`src/rtl/j1_uart.sv`:
```
// j1_uart: memory-mapped 8N1 UART for the J1 I/O bus, with TX and RX byte FIFOs.
// Latency: reads are combinational (same cycle); uart_txd falls 1 clock after a DATA write to an idle transmitter.
// Backpressure: none on the bus; a write to a full TX FIFO is dropped, a byte received into a full RX FIFO is dropped and sets ovr.
//
// Ports:
//   sys_clk_i, sys_rst_i     clock and asynchronous active-high reset
//   io_rd, io_wr             one-cycle CPU read / write strobes
//   io_addr, io_dout         CPU address and write data
//   io_din                   read data, combinational from io_addr and state
//   uart_rxd, uart_txd       serial in (asynchronous) and serial out (idles high)
//
// Register map (offsets from BASE_ADDR, exact match only):
//   +0 DATA    read RX head (0 when empty, read pops) / write pushes TX
//   +2 STATUS  {11'h0, ferr, tx_empty, ovr, tx_full, rx_valid}; write 1 to bit 2 clears ovr, bit 4 clears ferr
//   +4 DIV     clocks per bit, values below 4 stored as 4

// Small synchronous FIFO. The caller decides when a push is legal; a pop on
// an empty FIFO is ignored. Push and pop in the same cycle on a full FIFO is
// allowed: the head is read from the old contents before the slot is reused.
module j1_uart_fifo #(
    parameter int W     = 8,
    parameter int DEPTH = 8
) (
    input  logic         clk,
    input  logic         rst,
    input  logic         push,
    input  logic [W-1:0] wdat,
    input  logic         pop,
    output logic [W-1:0] rdat,
    output logic         empty,
    output logic         full
);
    localparam int AW = $clog2(DEPTH);
    localparam logic [AW:0] FULL_CNT = (AW+1)'(DEPTH);

    logic [W-1:0]  mem [DEPTH];
    logic [AW-1:0] wptr;
    logic [AW-1:0] rptr;
    logic [AW:0]   cnt;
    logic          do_pop;

    assign do_pop = pop && !empty;
    assign empty  = (cnt == '0);
    assign full   = (cnt == FULL_CNT);
    assign rdat   = mem[rptr];

    always_ff @(posedge clk or posedge rst) begin
        if (rst) begin
            wptr <= '0;
            rptr <= '0;
            cnt  <= '0;
        end else begin
            if (push)   wptr <= wptr + 1'b1;
            if (do_pop) rptr <= rptr + 1'b1;
            case ({push, do_pop})
                2'b10:   cnt <= cnt + 1'b1;
                2'b01:   cnt <= cnt - 1'b1;
                default: ;
            endcase
        end
    end

    always_ff @(posedge clk) begin
        if (push) mem[wptr] <= wdat;
    end
endmodule

module j1_uart #(
    parameter logic [15:0] BASE_ADDR  = 16'h4000,
    parameter logic [15:0] DIV_RESET  = 16'd434,
    parameter int          FIFO_DEPTH = 8
) (
    input  logic        sys_clk_i,
    input  logic        sys_rst_i,
    input  logic        io_rd,
    input  logic        io_wr,
    input  logic [15:0] io_addr,
    input  logic [15:0] io_dout,
    output logic [15:0] io_din,
    input  logic        uart_rxd,
    output logic        uart_txd
);
    localparam logic [15:0] ADDR_DATA = BASE_ADDR;
    localparam logic [15:0] ADDR_STAT = BASE_ADDR + 16'd2;
    localparam logic [15:0] ADDR_DIV  = BASE_ADDR + 16'd4;
    localparam logic [15:0] DIV_MIN   = 16'd4;

    typedef enum logic [1:0] {S_IDLE, S_START, S_DATA, S_STOP} state_t;

    logic sel_data, sel_stat, sel_div;
    assign sel_data = (io_addr == ADDR_DATA);
    assign sel_stat = (io_addr == ADDR_STAT);
    assign sel_div  = (io_addr == ADDR_DIV);

    logic [15:0] div;
    logic        ovr, ferr, ferr_set;

    // ---------------- FIFOs ----------------
    logic       tx_push, tx_pop, tx_fempty, tx_full;
    logic [7:0] tx_head;
    logic       rx_push_req, rx_push, rx_pop, rx_empty, rx_full;
    logic [7:0] rx_head;
    logic [7:0] rx_sh, rx_sh_n;

    assign tx_push = io_wr && sel_data && !tx_full;
    assign rx_pop  = io_rd && sel_data && !rx_empty;
    // A pop in the same cycle frees the slot, so a full RX FIFO still accepts.
    assign rx_push = rx_push_req && (!rx_full || rx_pop);

    j1_uart_fifo #(.W(8), .DEPTH(FIFO_DEPTH)) u_tx_fifo (
        .clk(sys_clk_i), .rst(sys_rst_i),
        .push(tx_push), .wdat(io_dout[7:0]), .pop(tx_pop),
        .rdat(tx_head), .empty(tx_fempty), .full(tx_full)
    );

    j1_uart_fifo #(.W(8), .DEPTH(FIFO_DEPTH)) u_rx_fifo (
        .clk(sys_clk_i), .rst(sys_rst_i),
        .push(rx_push), .wdat(rx_sh), .pop(rx_pop),
        .rdat(rx_head), .empty(rx_empty), .full(rx_full)
    );

    // ---------------- divisor and sticky flags ----------------
    // A flag set in the same cycle as its clear wins.
    always_ff @(posedge sys_clk_i or posedge sys_rst_i) begin
        if (sys_rst_i) begin
            div  <= DIV_RESET;
            ovr  <= 1'b0;
            ferr <= 1'b0;
        end else begin
            if (io_wr && sel_div) div <= (io_dout < DIV_MIN) ? DIV_MIN : io_dout;
            if (rx_push_req && rx_full && !rx_pop)    ovr <= 1'b1;
            else if (io_wr && sel_stat && io_dout[2]) ovr <= 1'b0;
            if (ferr_set)                             ferr <= 1'b1;
            else if (io_wr && sel_stat && io_dout[4]) ferr <= 1'b0;
        end
    end

    // ---------------- TX FSM ----------------
    state_t      tx_state, tx_state_n;
    logic [15:0] tx_cnt, tx_cnt_n, tx_div, tx_div_n;
    logic [7:0]  tx_sh, tx_sh_n;
    logic [2:0]  tx_bit, tx_bit_n;
    logic        txd_q, txd_n, tx_load;

    always_ff @(posedge sys_clk_i or posedge sys_rst_i) begin
        if (sys_rst_i) begin
            tx_state <= S_IDLE;
            tx_cnt   <= '0;
            tx_div   <= DIV_RESET;
            tx_sh    <= '0;
            tx_bit   <= '0;
            txd_q    <= 1'b1;
        end else begin
            tx_state <= tx_state_n;
            tx_cnt   <= tx_cnt_n;
            tx_div   <= tx_div_n;
            tx_sh    <= tx_sh_n;
            tx_bit   <= tx_bit_n;
            txd_q    <= txd_n;
        end
    end

    always_comb begin
        tx_state_n = tx_state;
        tx_cnt_n   = tx_cnt;
        tx_div_n   = tx_div;
        tx_sh_n    = tx_sh;
        tx_bit_n   = tx_bit;
        txd_n      = txd_q;
        tx_load    = 1'b0;
        case (tx_state)
            S_IDLE: tx_load = !tx_fempty;
            S_START: begin
                if (tx_cnt == 16'd0) begin
                    tx_state_n = S_DATA;
                    tx_cnt_n   = tx_div - 16'd1;
                    tx_bit_n   = 3'd0;
                    txd_n      = tx_sh[0];
                end else tx_cnt_n = tx_cnt - 16'd1;
            end
            S_DATA: begin
                if (tx_cnt == 16'd0) begin
                    tx_cnt_n = tx_div - 16'd1;
                    if (tx_bit == 3'd7) begin
                        tx_state_n = S_STOP;
                        txd_n      = 1'b1;
                    end else begin
                        tx_bit_n = tx_bit + 3'd1;
                        tx_sh_n  = tx_sh >> 1;
                        txd_n    = tx_sh[1];
                    end
                end else tx_cnt_n = tx_cnt - 16'd1;
            end
            S_STOP: begin
                if (tx_cnt == 16'd0) begin
                    tx_state_n = S_IDLE;
                    // Chain straight into the next start bit: no idle gap.
                    tx_load    = !tx_fempty;
                end else tx_cnt_n = tx_cnt - 16'd1;
            end
        endcase
        if (tx_load) begin
            tx_state_n = S_START;
            tx_sh_n    = tx_head;
            tx_div_n   = div;
            tx_cnt_n   = div - 16'd1;
            txd_n      = 1'b0;
        end
    end

    assign tx_pop   = tx_load;
    assign uart_txd = txd_q;

    // ---------------- RX synchroniser and FSM ----------------
    logic        rx_meta, rx_sync;
    state_t      rx_state, rx_state_n;
    logic [15:0] rx_cnt, rx_cnt_n, rx_div, rx_div_n;
    logic [2:0]  rx_bit, rx_bit_n;

    always_ff @(posedge sys_clk_i or posedge sys_rst_i) begin
        if (sys_rst_i) begin
            rx_meta  <= 1'b1;
            rx_sync  <= 1'b1;
            rx_state <= S_IDLE;
            rx_cnt   <= '0;
            rx_div   <= DIV_RESET;
            rx_sh    <= '0;
            rx_bit   <= '0;
        end else begin
            rx_meta  <= uart_rxd;
            rx_sync  <= rx_meta;
            rx_state <= rx_state_n;
            rx_cnt   <= rx_cnt_n;
            rx_div   <= rx_div_n;
            rx_sh    <= rx_sh_n;
            rx_bit   <= rx_bit_n;
        end
    end

    always_comb begin
        rx_state_n  = rx_state;
        rx_cnt_n    = rx_cnt;
        rx_div_n    = rx_div;
        rx_sh_n     = rx_sh;
        rx_bit_n    = rx_bit;
        rx_push_req = 1'b0;
        ferr_set    = 1'b0;
        case (rx_state)
            S_IDLE: begin
                if (!rx_sync) begin
                    // Wait half a bit so later samples land mid-bit.
                    rx_state_n = S_START;
                    rx_div_n   = div;
                    rx_cnt_n   = (div >> 1) - 16'd1;
                end
            end
            S_START: begin
                if (rx_cnt == 16'd0) begin
                    if (rx_sync) rx_state_n = S_IDLE;
                    else begin
                        rx_state_n = S_DATA;
                        rx_cnt_n   = rx_div - 16'd1;
                        rx_bit_n   = 3'd0;
                    end
                end else rx_cnt_n = rx_cnt - 16'd1;
            end
            S_DATA: begin
                if (rx_cnt == 16'd0) begin
                    rx_sh_n  = {rx_sync, rx_sh[7:1]};
                    rx_cnt_n = rx_div - 16'd1;
                    rx_bit_n = rx_bit + 3'd1;
                    if (rx_bit == 3'd7) rx_state_n = S_STOP;
                end else rx_cnt_n = rx_cnt - 16'd1;
            end
            S_STOP: begin
                if (rx_cnt == 16'd0) begin
                    rx_state_n = S_IDLE;
                    if (rx_sync) rx_push_req = 1'b1;
                    else         ferr_set    = 1'b1;
                end else rx_cnt_n = rx_cnt - 16'd1;
            end
        endcase
    end

    // ---------------- read mux ----------------
    // tx_empty is masked during reset so STATUS reads zero while reset is held.
    logic tx_empty;
    assign tx_empty = tx_fempty && (tx_state == S_IDLE) && !sys_rst_i;

    always_comb begin
        io_din = 16'h0;
        if (sel_data)      io_din = rx_empty ? 16'h0 : {8'h0, rx_head};
        else if (sel_stat) io_din = {11'h0, ferr, tx_empty, ovr, tx_full, !rx_empty};
        else if (sel_div)  io_din = div;
    end
endmodule

```
`config.mk`:
```
export PLATFORM = sky130hd
export DESIGN_NAME = j1_uart
export DESIGN_NICKNAME = d
export VERILOG_FILES = /design/src/rtl/j1_uart.sv
export SDC_FILE = /design/constraint.sdc
export NUM_CORES = 1
export LEC_CHECK = 0
export CORE_ASPECT_RATIO = 1.25
export CORE_UTILIZATION = 25
export DETAILED_ROUTE_END_ITERATION = 10
export PLACE_DENSITY = 0.36
export SYNTH_ARGS = -nofsm -noshare
export SYNTH_HDL_FRONTEND = slang
export SYNTH_SLANG_ARGS = --single-unit
export TNS_END_PERCENT = 1
```
`constraint.sdc`:
```
create_clock -name sys_clk_i -period 7.1 [get_ports sys_clk_i]
set_input_delay 1.42 -clock sys_clk_i [delete_from_list [all_inputs] [get_ports sys_clk_i]]
set_output_delay 1.42 -clock sys_clk_i [all_outputs]
set_load 0.05 [all_outputs]
```
# ---- Word level (Yosys, flattened, before mapping)
# Memories as Yosys holds them, arrays and structs flattened.
# Index checks and enable logic that the tools add are counted.
dict set report word_totals {
  n_memories 2
  ff_bits 131
  mem_bits_rw 128
  elab_cells 189
}
dict set report op_classes {
  bitwise_logic 1
  add_sub_neg 16
  eq_ne 34
  order_cmp 1
  mux 63
  n_reduce_logical 50
}
# memory depth word_bits rd rd_ports_with_merged_regs write_ports line_no
set memory_table {}
lappend memory_table {u_rx_fifo.mem 8 8 1 0 1 36} ;# logic [W-1:0] mem [DEPTH];
lappend memory_table {u_tx_fifo.mem 8 8 1 0 1 36}
# cell count
set op_table {}
lappend op_table {{$mux 16} 12}
lappend op_table {{$sub 16x1->16 const B} 5}
lappend op_table {{$pmux 16 s4} 1}
lappend op_table {{$eq 16x15->1 const B} 3}
lappend op_table {{$mux 8} 5}
lappend op_table {{$logic_not 16->1} 2}
lappend op_table {{$pmux 16 s2} 1}
lappend op_table {{$mux 2} 11}
lappend op_table {{$ne 2x2->1 const B} 10}
lappend op_table {{$mux 1} 19}
lappend op_table {{$add 3x1->3 const B} 6}
lappend op_table {{$mux 3} 6}
lappend op_table {{$lt 16x3->1 const B} 1}
lappend op_table {{$pmux 4 s2} 2}
lappend op_table {{$reduce_bool 2->1} 8}
lappend op_table {{$sub 15x1->16 const B} 1}
lappend op_table {{$logic_and 1x1->1} 15}
lappend op_table {{$ne 3x2->1 const B} 5}
lappend op_table {{$eq 2x2->1 const B} 6}
lappend op_table {{$pmux 3 s2} 2}
lappend op_table {{$reduce_and 5->1} 2}
lappend op_table {{$reduce_and 3->1} 3}
lappend op_table {{$add 4x1->4 const B} 2}
lappend op_table {{$eq 2x1->1 const B} 4}
lappend op_table {{other kinds (18)} 33}

# ---- Longest topological paths before layout
# Gate-level depths: netlist of run 1.
dict set report logic_depth {
  ltp_word 7
  ltp_mapped 15
  ltp_nobuf 14
}

# ---- Hierarchy
# Synthesis of run 1 repeated with hierarchy kept, for this count alone.
dict set report hier_totals {
  cells_unflattened 1138
  area_unflattened_um2 13394.1
}
# mod area_each_um2 instances cells_per_inst seq_area_each_um2
set by_module_without_submodules {}
lappend by_module_without_submodules {j1_uart 7145.6 1 816 2800.2}
lappend by_module_without_submodules {j1_uart_fifo 3124.2 2 161 2172.1}

# ---- Worst setup path before layout of run 1
# Ideal clock, no wire load.
dict set report synth_path {
  path_type {in2out}
  start {input sys_rst_i}
  end {output io_din[3]}
  path_stages 4
  required_ns 5.680
  t_arrival_ns 5.201
  path_slack_ns 0.479
  cell_sequence {inv_1 and4_1 a21oi_1 o21ai_0}
}
dict set report synth_between {
  elab_chain_cells 4
}
# item line_no
set synth_lines {}
lappend synth_lines {{start, declared} 74} ;# input logic sys_rst_i,
lappend synth_lines {{$logic_not 1->1 (no source line)} n/a}
lappend synth_lines {{$logic_and 1x1->1} 288} ;# assign tx_empty = tx_fempty && (tx_state == S_IDLE) && !sys_rst_i;
lappend synth_lines {{$mux 16} 293} ;# else if (sel_stat) io_din = {11'h0, ferr, tx_empty, ovr, tx_full, !rx_empty};
lappend synth_lines {{$mux 16} 292} ;# if (sel_data) io_din = rx_empty ? 16'h0 : {8'h0, rx_head};
lappend synth_lines {{end, declared} 79} ;# output logic [15:0] io_din,
# Every way passes these cells.

# ---- Worst setup path in the final report of run 1
dict set report layout_path {
  start {input io_addr[7]}
  end {output io_din[3]}
}
dict set report layout_between {
  elab_chain_cells 4
  word_cells_on_any_way 6
}
# item line_no
set layout_lines {}
lappend layout_lines {{start, declared} 77} ;# input logic [15:0] io_addr,
lappend layout_lines {{$eq 16x15->1} 93} ;# assign sel_div = (io_addr == ADDR_DIV);
lappend layout_lines {{$mux 16} 294} ;# else if (sel_div) io_din = div;
lappend layout_lines {{$mux 16} 293}
lappend layout_lines {{$mux 16 (*)} 292}
# Every way passes the cells marked *; elsewhere a longest branch is shown, timed or not.

==> impl_results.md, run 1 <==
* Outcome: finished with violations
* Failing checks: design-rule violations
* Synth Area in Adders at 3.307%
* Mean area per synthesized cell at 11.91 µm²
* F_max at 0.1705 GHz
* CP Max Fanout at 7
* Initial antenna violation count at 1
* Final period utilization at 82.63%
* Area of the die at 0.05329 mm²
* I/O Buffers at 53
* XOR/XNOR Fraction of Synth Area at 6.089%
* Final setup vio count at 0
* Sequential fraction of the synthesis area at 54.58%
* Clk Latency, worst-skew pair at 0.59 ns
* Largest net degree at the start of global routing at 61
* Final hold viol count at 0
* Placer Congestion at 0.7337
* Gr usage total at 14.13%
* Synth unique cells at 78
* H-tree Lvls at 1
* Pre-antenna DRT Iters at 10
* Synth cell count leaders: nand2_1, edfxtp_1, dfrtp_1
* Synth warnings at 0
* Overall power at 5105 µW
* I/O pin count at 54
* # rows at 93
* Clock sinks at 259
* CTS clk-pin slew, worst paths at 0.06 ns
* Core footprint at 0.05166 mm²
* CTS max path bufs at 3
* CTS resizes at 0
* Primary FF master, synth: edfxtp_1
* Synth Cell Area at 0.01309 mm²
* Largest family of logic cells by synthesized area: simple AND/OR/NAND/NOR gates
* Most used cell along the critical path: clkdlybuf4s50_1
* Proportion of synthesized area in mux cells at 10.02%
* DRC viols at 2
* Number of enable flip-flop cells after synthesis at 128
* Worst rel slew slack at 21.15%
* Static Leak at 0.005971 µW
* Area Growth Syn to Fin at 18.30%
* Vias in the first global route at 9149
* Max-Cap Viols at 0
* Placed Cells incl. Taps at 1781
* Seq. cell area at 0.007144 mm²
* Post-Synth Simple-Gate Area at 13.88%
* Buffers & Inverters on Critical Path at 2
* Worst hold path class: register to register
* Startpoint types: primary input
* Pwr Density at 329.7 mW/mm²
* RSZ-0062 raised after global routing: no
* Top-count cell post-synth: nand2_1
* Synth Area in Compound Gates at 9.147%
* Final TNS setup at 0 ns
* Nets@finish at 1220
* Final min period at 5.867 ns
* CP top delay family: simple AND/OR/NAND/NOR gates
* VDD IR max at 198.4 µV
* Num CTS Buffers at 31
* Initial Utilization at 25.34%
* Largest area contributor in the netlist: edfxtp_1
* Crit path cell chain: clkdlybuf4s50_1 > nor4_1 > and4b_1 > nor4b_2 > and4_1 > a21oi_1 > o21ai_0 > clkdlybuf4s50_1
* Worst-Margin Slew at 1.168 ns
* Yosys top cell area share at 29.36%
* Synth area leaders: edfxtp_1, dfrtp_1, mux4_2
* GRT overflow at 0
* Via count at 8693
* Final non-filler cell total at 1839
* Die Span Y at 257.8 µm
* ANT nets after route at 0
* Crit path arrival time at 4.45 ns
* Crit. End Element: primary output
* Critical path class: primary input to primary output
* #FFs+latches synth at 259
* CTS tree: done
* Die width at 206.7 µm
* CTS root buf: clkbuf_16
* Hold Buf Count CTS at 0
* Post-Synthesis Cells at 1099
* Slowest Stage Delay on Critical Path at 0.83 ns
* Share of post-route cells with drive strength above 1 at 15.93%
* First-pass GRT wire length at 57.19 mm
* CP Data Required Time at 5.68 ns
* Max-slew violation count at 0
* Clock Skew at 0.02245 ns
* Ant. Diodes at 0
* Setup Buffers After CTS at 0
* Async set-or-reset flop fraction in the synthesized netlist at 50.58%
* Slowest cell on the critical path: clkdlybuf4s50_1
* Final wirelength at 36.63 mm
* Wirelength per Cell at 19.92 µm
* Via/cell ratio at 4.727
* Multi-input logic area at 0.005575 mm²
* Syn Nets at 1170
* DP HPWL at 25.09 mm
* DRT iter0 DRCs at 395
* # fillers at 5336
==> registers in the layout (all words and copies together), names as in the netlist, 3 cells and up, named ones only <==
register and cells:
div 16, rx_bit 3, rx_cnt 16, rx_div 16, rx_sh 8, tx_bit 3
tx_cnt 16, tx_div 16, tx_sh 8, u_rx_fifo.cnt 4, u_rx_fifo.mem 64, u_rx_fifo.rptr 3
u_rx_fifo.wptr 3, u_tx_fifo.cnt 4, u_tx_fifo.mem 64, u_tx_fifo.rptr 3, u_tx_fifo.wptr 3
==> path summary, 6_finish.rpt <==
kind | endpoint | start | slack [ns] | depth (start not counted)
setup / recovery | io_din[3] | io_addr[7] | 1.23 | 8
hold / removal | rx_sync | rx_meta | 0.36 | 0
setup reg to reg | u_tx_fifo.cnt[2] | tx_cnt[4] | 3.56 | 12
hold reg to reg | rx_sync | rx_meta | 0.36 | 0
max in group asynchronous | tx_cnt[11] | sys_rst_i | 4.12 | 4
min in group asynchronous | rx_sh[1] | sys_rst_i | 1.13 | 2
==> stage by stage <==
stage | hold WS (ns) | setup slack, ns | util, % | cell area (µm²)
floorplan | 0.3452 | 0.4790 | - | 13090
global placement | 0.3472 | 1.162 | 27.82 | 14380
detailed placement | 0.3475 | 1.150 | 27.82 | 14380
CTS | 0.3564 | 1.143 | 29.97 | 15480
global route | 0.3602 | 0.9220 | 29.97 | 15480
finish | 0.3552 | 1.233 | 29.97 | 15480
==> final cells by class <==
class                           instances  area share (%)
Tap cell                              665           5.373
Clock inverter                         23           1.996
Timing Repair Buffer                   76           4.541
Multi-Input combinational cell        751           36.01
Inverter                               30          0.7757
Clock buffer                           35           5.171
Sequential cell                       259           46.14
==> metal layers <==
layer | track usage, % | routed length (µm)
met1 | 18.24 | 16190
met2 | 24.52 | 18610
met3 | 1.893 | 1052
met5 | 0 | 0
met4 | 3.758 | 776
==> cells in the final DEF (no fill, tap or decap), types with 18 or more instances in the layout <==
cell type,count
nor2_1,53
xor2_1,58
mux2_2,40
nand2_1,140
dfstp_2,18
inv_1,28
edfxtp_1,128
clkbuf_16,31
xnor2_1,33
mux4_2,32
nor3_1,38
nand3_1,22
ha_1,33
dfrtp_1,113
buf_4,23
a21oi_1,34
clkdlybuf4s50_1,53
o21ai_0,39
==> power breakdown <==
part	internal [µW]	total [µW]	leakage (µW)	switching, µW
Clock	1060	1730	0.000535	665
Combinational	604	1470	0.00261	863
Sequential	1720	1910	0.00282	188
==> kinds of logic after synthesis <==
logic type	Yosys count
AO/OA/AOI/OAI	174
AND/OR/NAND/NOR	366
multiplexers	86
XOR/XNOR	91
flip-flops	259
buffers and inverters	89
adder cells (fa/ha/maj)	34
==> worst register-to-register path: cells and delay by family, from the launching register on <==
| family | cells | cell delay [ns] |
|---|---|---|
| and+or+nand+nor | 4 | 1.48 |
| adders and majority gates | 2 | 0.53 |
| DFF | 1 | 0.44 |
| xor gates and xnor gates | 3 | 0.40 |
| buffers and inverters | 1 | 0.32 |
| AOI/OAI and AO/OA | 2 | 0.27 |
No activity file was read; power rests on OpenSTA's default activity.
==> inputs of run 2 (changes only) <==
==> constraint.sdc (replaced) <==
create_clock -name sys_clk_i -period 5.65 [get_ports sys_clk_i]
set_input_delay 1.13 -clock sys_clk_i [delete_from_list [all_inputs] [get_ports sys_clk_i]]
set_output_delay 1.13 -clock sys_clk_i [all_outputs]
set_load 0.05 [all_outputs]
==> impl_results.md, run 2 (synthesis results as in run 1) <==
* Outcome: finished with violations
* Placer Congestion at 0.7393 (+0.76%)
* Seq. cell area at 0.007144 mm² (unchanged)
* Die width at 206.7 µm (unchanged)
* Initial antenna violation count at 0 (-1)
* Via/cell ratio at 4.665 (-1.3%)
* Max-slew violation count at 0 (unchanged)
* I/O pin count at 54 (unchanged)
* Final TNS setup at 0 ns (unchanged)
* Post-detailed-placement cell area at 0.01444 mm² (+0.44%)
* Area of the die at 0.05329 mm² (unchanged)
* Final setup vio count at 0 (unchanged)
* Worst rel slew slack at 30.50% (+9.4 points)
* Final min period at 4.837 ns
* Via count at 8617 (-0.87%)
* Clock Skew at 0.01606 ns (-0.006396 ns)
* Largest net degree at the start of global routing at 132 (+120%)
* Core footprint at 0.05166 mm² (unchanged)
* Biggest regs: u_rx_fifo.mem: 64 flops, u_tx_fifo.mem: 64 flops
* Hold Buf Count CTS at 0 (unchanged)
* Worst hold slack at 0.3555 ns (+0.0002410 ns)
* Startpoint types: primary input
* Critical path class: primary input to primary output
* Wirelength per Cell at 19.87 µm (-0.23%)
* CTS clk-pin slew, worst paths at 0.06 ns (about the same)
* Gr usage total at 14.07% (-0.051 points)
* Failing checks: design-rule violations
* # rows at 93 (unchanged)
* Crit path arrival time at 3.71 ns (-0.74 ns)
* CTS resizes at 0 (unchanged)
* Share of post-route cells with drive strength above 1 at 17.19% (+1.3 points)
* Initial Utilization at 25.34% (unchanged)
* I/O Buffers at 53 (unchanged)
* Final hold viol count at 0 (unchanged)
* Pwr Density at 406.8 mW/mm² (+23%)
* Clock sinks at 259 (unchanged)
* Static Leak at 0.005994 µW (+0.39%)
* Die Span Y at 257.8 µm (unchanged)
* CTS root buf: clkbuf_16
* Clk Latency, worst-skew pair at 0.59 ns (about the same)
* Post-route cell area at 0.01547 mm² (about the same)
* Max-Cap Viols at 0 (unchanged)
* Area Growth Syn to Fin at 18.22% (about the same)
* Setup Buffers After CTS at 0 (unchanged)
* Worst-Margin Slew at 1.040 ns (-0.1273 ns)
* Vias in the first global route at 8971 (-1.9%)
* H-tree Lvls at 1 (unchanged)
* DP HPWL at 24.63 mm (-1.8%)
* F_max at 0.2068 GHz
* Num CTS Buffers at 30 (-3.2%)
* RSZ-0062 raised after global routing: no
* CTS tree: done
* # fillers at 5286 (-0.94%)
* ANT nets after route at 0 (unchanged)
* Commonest cells after routing, fill and taps aside: nand2_1, edfxtp_1, dfrtp_1, xor2_1, nor2_1
* Commonest non-fill, non-tap cell in the layout: nand2_1
* Pre-antenna DRT Iters at 8 (-2)
* Overall power at 6295 µW (+23%)
* Multi-input logic area at 0.005570 mm² (about the same)
* CP Max Fanout at 8 (+1)
* Final wirelength at 36.70 mm (+0.20%)
* GRT overflow at 0 (unchanged)
* Worst hold path class: register to register
* CP Data Required Time at 4.52 ns (-1.16 ns)
* DRT iter0 DRCs at 381 (-3.5%)
* VDD IR max at 234.9 µV (+18%)
* Nets@finish at 1228 (+0.66%)
* First-pass GRT wire length at 56.52 mm (-1.2%)
* Crit. End Element: primary output
* CTS max path bufs at 3 (unchanged)
* DRC viols at 2 (unchanged)
* Final period utilization at 85.61%
## run 2: cell types whose count changed in the layout (fill, tap and decap cells not counted), sizes merged
cell,change
buf,+18
clkdlybuf4s50,-9
clkbuf,-4
clkinv,+3
clkinvlp,+3
bufinv,-2
inv,-2
diode,+1
## run 2: stage by stage
stage	std cells	utilization, %	setup slack (ns)
after floorplan	1099	-	0.3460
after global placement	1790	27.95	0.7463
after detailed placement	1790	27.95	0.7278
after CTS	1846	29.95	0.7278
after global routing	1846	29.95	0.6455
final	1847	29.95	0.8132
## run 2: area by class of cell
class	count	share of cell area, %
Sequential cell	259	46.17
Tap cell	665	5.377
Antenna cell	1	0.01617
Timing Repair Buffer	85	4.997
Multi-Input combinational cell	751	36.00
Clock buffer	31	4.876
Clock inverter	25	1.803
Inverter	30	0.7681
## run 2: critical path, cell delays in order
cell             delay, ns
clkdlybuf4s50_1       0.39
or4_1                 0.61
nor2_1                0.12
and3_1                0.45
and2_1                0.20
clkdlybuf4s50_1       0.79
## run 2: routing by layer
layer  GRT usage, %  up-vias  wire, µm
met3          1.653       43       985
met4          3.799        0       710
met5              0        -         0
li1               -     4167         -
met1          18.00     4307     16230
met2          24.78      100     18770
## run 2: final timing paths
check	startpoint	endpoint	slack [ns]	cells after the start
setup / recovery	io_addr[0]	io_din[13]	0.81	6
hold / removal	rx_meta	rx_sync	0.36	0
setup reg to reg	tx_cnt[4]	u_tx_fifo.cnt[2]	2.10	12
hold reg to reg	rx_meta	rx_sync	0.36	0
max in group asynchronous	sys_rst_i	tx_div[12]	3.86	3
min in group asynchronous	sys_rst_i	u_tx_fifo.wptr[2]	1.14	3
## run 2: where the power goes
group | leakage (µW) | internal (µW) | switching [µW]
Clock | 0.000492 | 1200 | 842
Combinational | 0.00268 | 765 | 1090
Sequential | 0.00282 | 2160 | 239
==> inputs of run 3 (changes only) <==
--- a/config.mk
+++ b/config.mk
@@ -9,6 +9,7 @@
 export CORE_UTILIZATION = 25
 export DETAILED_ROUTE_END_ITERATION = 10
 export PLACE_DENSITY = 0.36
+export RECOVER_POWER = 25
 export SYNTH_ARGS = -nofsm -noshare
 export SYNTH_HDL_FRONTEND = slang
 export SYNTH_SLANG_ARGS = --single-unit
==> impl_results.md, run 3 (synthesis results as in run 1) <==
* Outcome: finished with violations
* Failing checks: design-rule violations, max-capacitance violations, max-slew violations
* Nets@finish at 1228 (unchanged)
* Global-route track usage on met3 at 1.653% (unchanged)
* Launching point of the worst reg2reg path: tx_cnt[4]
* Largest net degree at the start of global routing at 132 (unchanged)
* Final min period at 4.833 ns (-0.003973 ns)
* Final TNS setup at 0 ns (unchanged)
* Via count at 8608 (-0.10%)
* Worst Setup SP: io_addr[0]
* RSZ-0062 raised after global routing: no
* Placed Cells incl. Taps at 1790 (unchanged)
* VDD IR max at 234.9 µV (about the same)
* Commonest cells after routing, fill and taps aside: nand2_1, edfxtp_1, dfrtp_1, xor2_1, nor2_1
* Hold Buf Count CTS at 0 (unchanged)
* Pwr Density at 407.1 mW/mm² (about the same)
* F_max at 0.2069 GHz (about the same)
* Met1 global-route usage at 18.00% (unchanged)
* Final non-filler cell total at 1848 (+0.054%)
* Met2 usage at 24.78% (unchanged)
* # fillers at 5288 (+0.038%)
* Area Growth Syn to Fin at 18.10% (about the same)
* Max-Cap Viols at 1 (+1)
* Area of the die at 0.05329 mm² (unchanged)
* CP Data Required Time at 4.52 ns (about the same)
* R2r endpoint: u_tx_fifo.cnt[2]
* Max-slew violation count at 132 (+132)
* Setup Buffers After CTS at 0 (unchanged)
* CTS max path bufs at 3 (unchanged)
* Clock Skew at 0.01666 ns (+0.0006070 ns)
* Die Span Y at 257.8 µm (unchanged)
* R2R setup slack at 2.09 ns (about the same)
* Num CTS Buffers at 30 (unchanged)
* CTS root buf: clkbuf_16
* I/O Buffers at 53 (unchanged)
* DRC viols at 2 (unchanged)
* Static Leak at 0.005991 µW (about the same)
* Crit. End Element: primary output
* Wirelength per Cell at 19.87 µm (about the same)
* CTS tree: done
* Final wirelength at 36.72 mm (about the same)
* DRT iter0 DRCs at 381 (unchanged)
* Startpoint types: primary input
* CTS resizes at 0 (unchanged)
* CP Max Fanout at 8 (unchanged)
* R2R cell count at 12 (unchanged)
* Gr usage total at 14.07% (unchanged)
* CP endpoint: io_din[13]
* Commonest non-fill, non-tap cell in the layout: nand2_1
* Worst-Margin Slew at 3.655 ns (+2.615 ns)
* Critical path class: primary input to primary output
* GRT overflow at 0 (unchanged)
* I/O pin count at 54 (unchanged)
* ANT nets after route at 0 (unchanged)
* # rows at 93 (unchanged)
* Die width at 206.7 µm (unchanged)
* CTS clk-pin slew, worst paths at 0.06 ns (about the same)
* Clock sinks at 259 (unchanged)
* Share of post-route cells with drive strength above 1 at 17.19% (unchanged)
* Core footprint at 0.05166 mm² (unchanged)
* Most used routing layer in global routing: met2
* DP HPWL at 24.63 mm (unchanged)
* Crit path arrival time at 3.70 ns (about the same)
* Final period utilization at 85.54% (about the same)
* H-tree Lvls at 1 (unchanged)
* Initial Utilization at 25.34% (unchanged)
* Via/cell ratio at 4.658 (-0.16%)
* First-pass GRT wire length at 56.52 mm (unchanged)
* Clk Latency, worst-skew pair at 0.59 ns (about the same)
* Worst rel slew slack at -143.6% (-170 points)
* Worst hold path class: register to register
* Biggest regs: u_rx_fifo.mem: 64 flops, u_tx_fifo.mem: 64 flops
* Final setup vio count at 0 (unchanged)
* Placer Congestion at 0.7393 (unchanged)
* Pre-antenna DRT Iters at 8 (unchanged)
* Vias in the first global route at 8971 (unchanged)
* Initial antenna violation count at 0 (unchanged)
* Final hold viol count at 0 (unchanged)
run 3: power by group:
part           leakage, µW  total (µW)  switching (µW)  internal (µW)
clock             0.000492        2040             843           1200
sequential         0.00282        2400             239           2160
combinational      0.00268        1850            1090            762
total              0.00599        6290            2170           4130
run 3: how the worst min path moves through the flow:
stage	start	cells past startpoint	slack (ns)	end
after global placement	rx_meta	0	0.35	rx_sync
after floorplan	rx_meta	0	0.35	rx_sync
after CTS	rx_meta	0	0.36	rx_sync
final	rx_meta	0	0.36	rx_sync
after detailed placement	rx_meta	0	0.35	rx_sync
after global routing	rx_meta	0	0.36	rx_sync
run 3: critical path: stages:
cell and delay [ns]:
clkdlybuf4s50_1 0.39, or4_1 0.61, nor2_1 0.12, and3_1 0.45
and2_1 0.20, clkdlybuf4s50_1 0.79
run 3: layout make-up:
cell class	instances	area, µm²	area share, %
Inverter	30	116.4	0.7527
Clock inverter	25	279.0	1.805
Timing Repair Buffer	85	758.2	4.905
Multi-Input combinational cell	751	5570	36.03
Clock buffer	31	754.5	4.880
Tap cell	665	832.0	5.382
Sequential cell	259	7144	46.21
Antenna cell	2	5.005	0.03237
run 3: metrics by stage:
stage / area (µm²) / hold WS (ns) / power (µW) / utilization [%] / worst slack [ns]
finish: 15460 / 0.3555 / 6293 / 29.92 / 0.8172
global route: 15450 / 0.3609 / 6703 / 29.91 / 0.3933
CTS: 15470 / 0.3577 / 6429 / 29.95 / 0.7278
detailed placement: 14440 / 0.3487 / 4325 / 27.95 / 0.7278
global placement: 14440 / 0.3485 / 4319 / 27.95 / 0.7463
floorplan: 13090 / 0.3452 / 3772 / - / 0.3460
run 3: per-layer routing:
| metal | vias up | share of wire (%) |
|---|---|---|
| met2 | 96 | 51 |
| li1 | 4168 | - |
| met3 | 43 | 2.6 |
| met4 | 0 | 1.9 |
| met5 | - | 0 |
| met1 | 4301 | 44 |
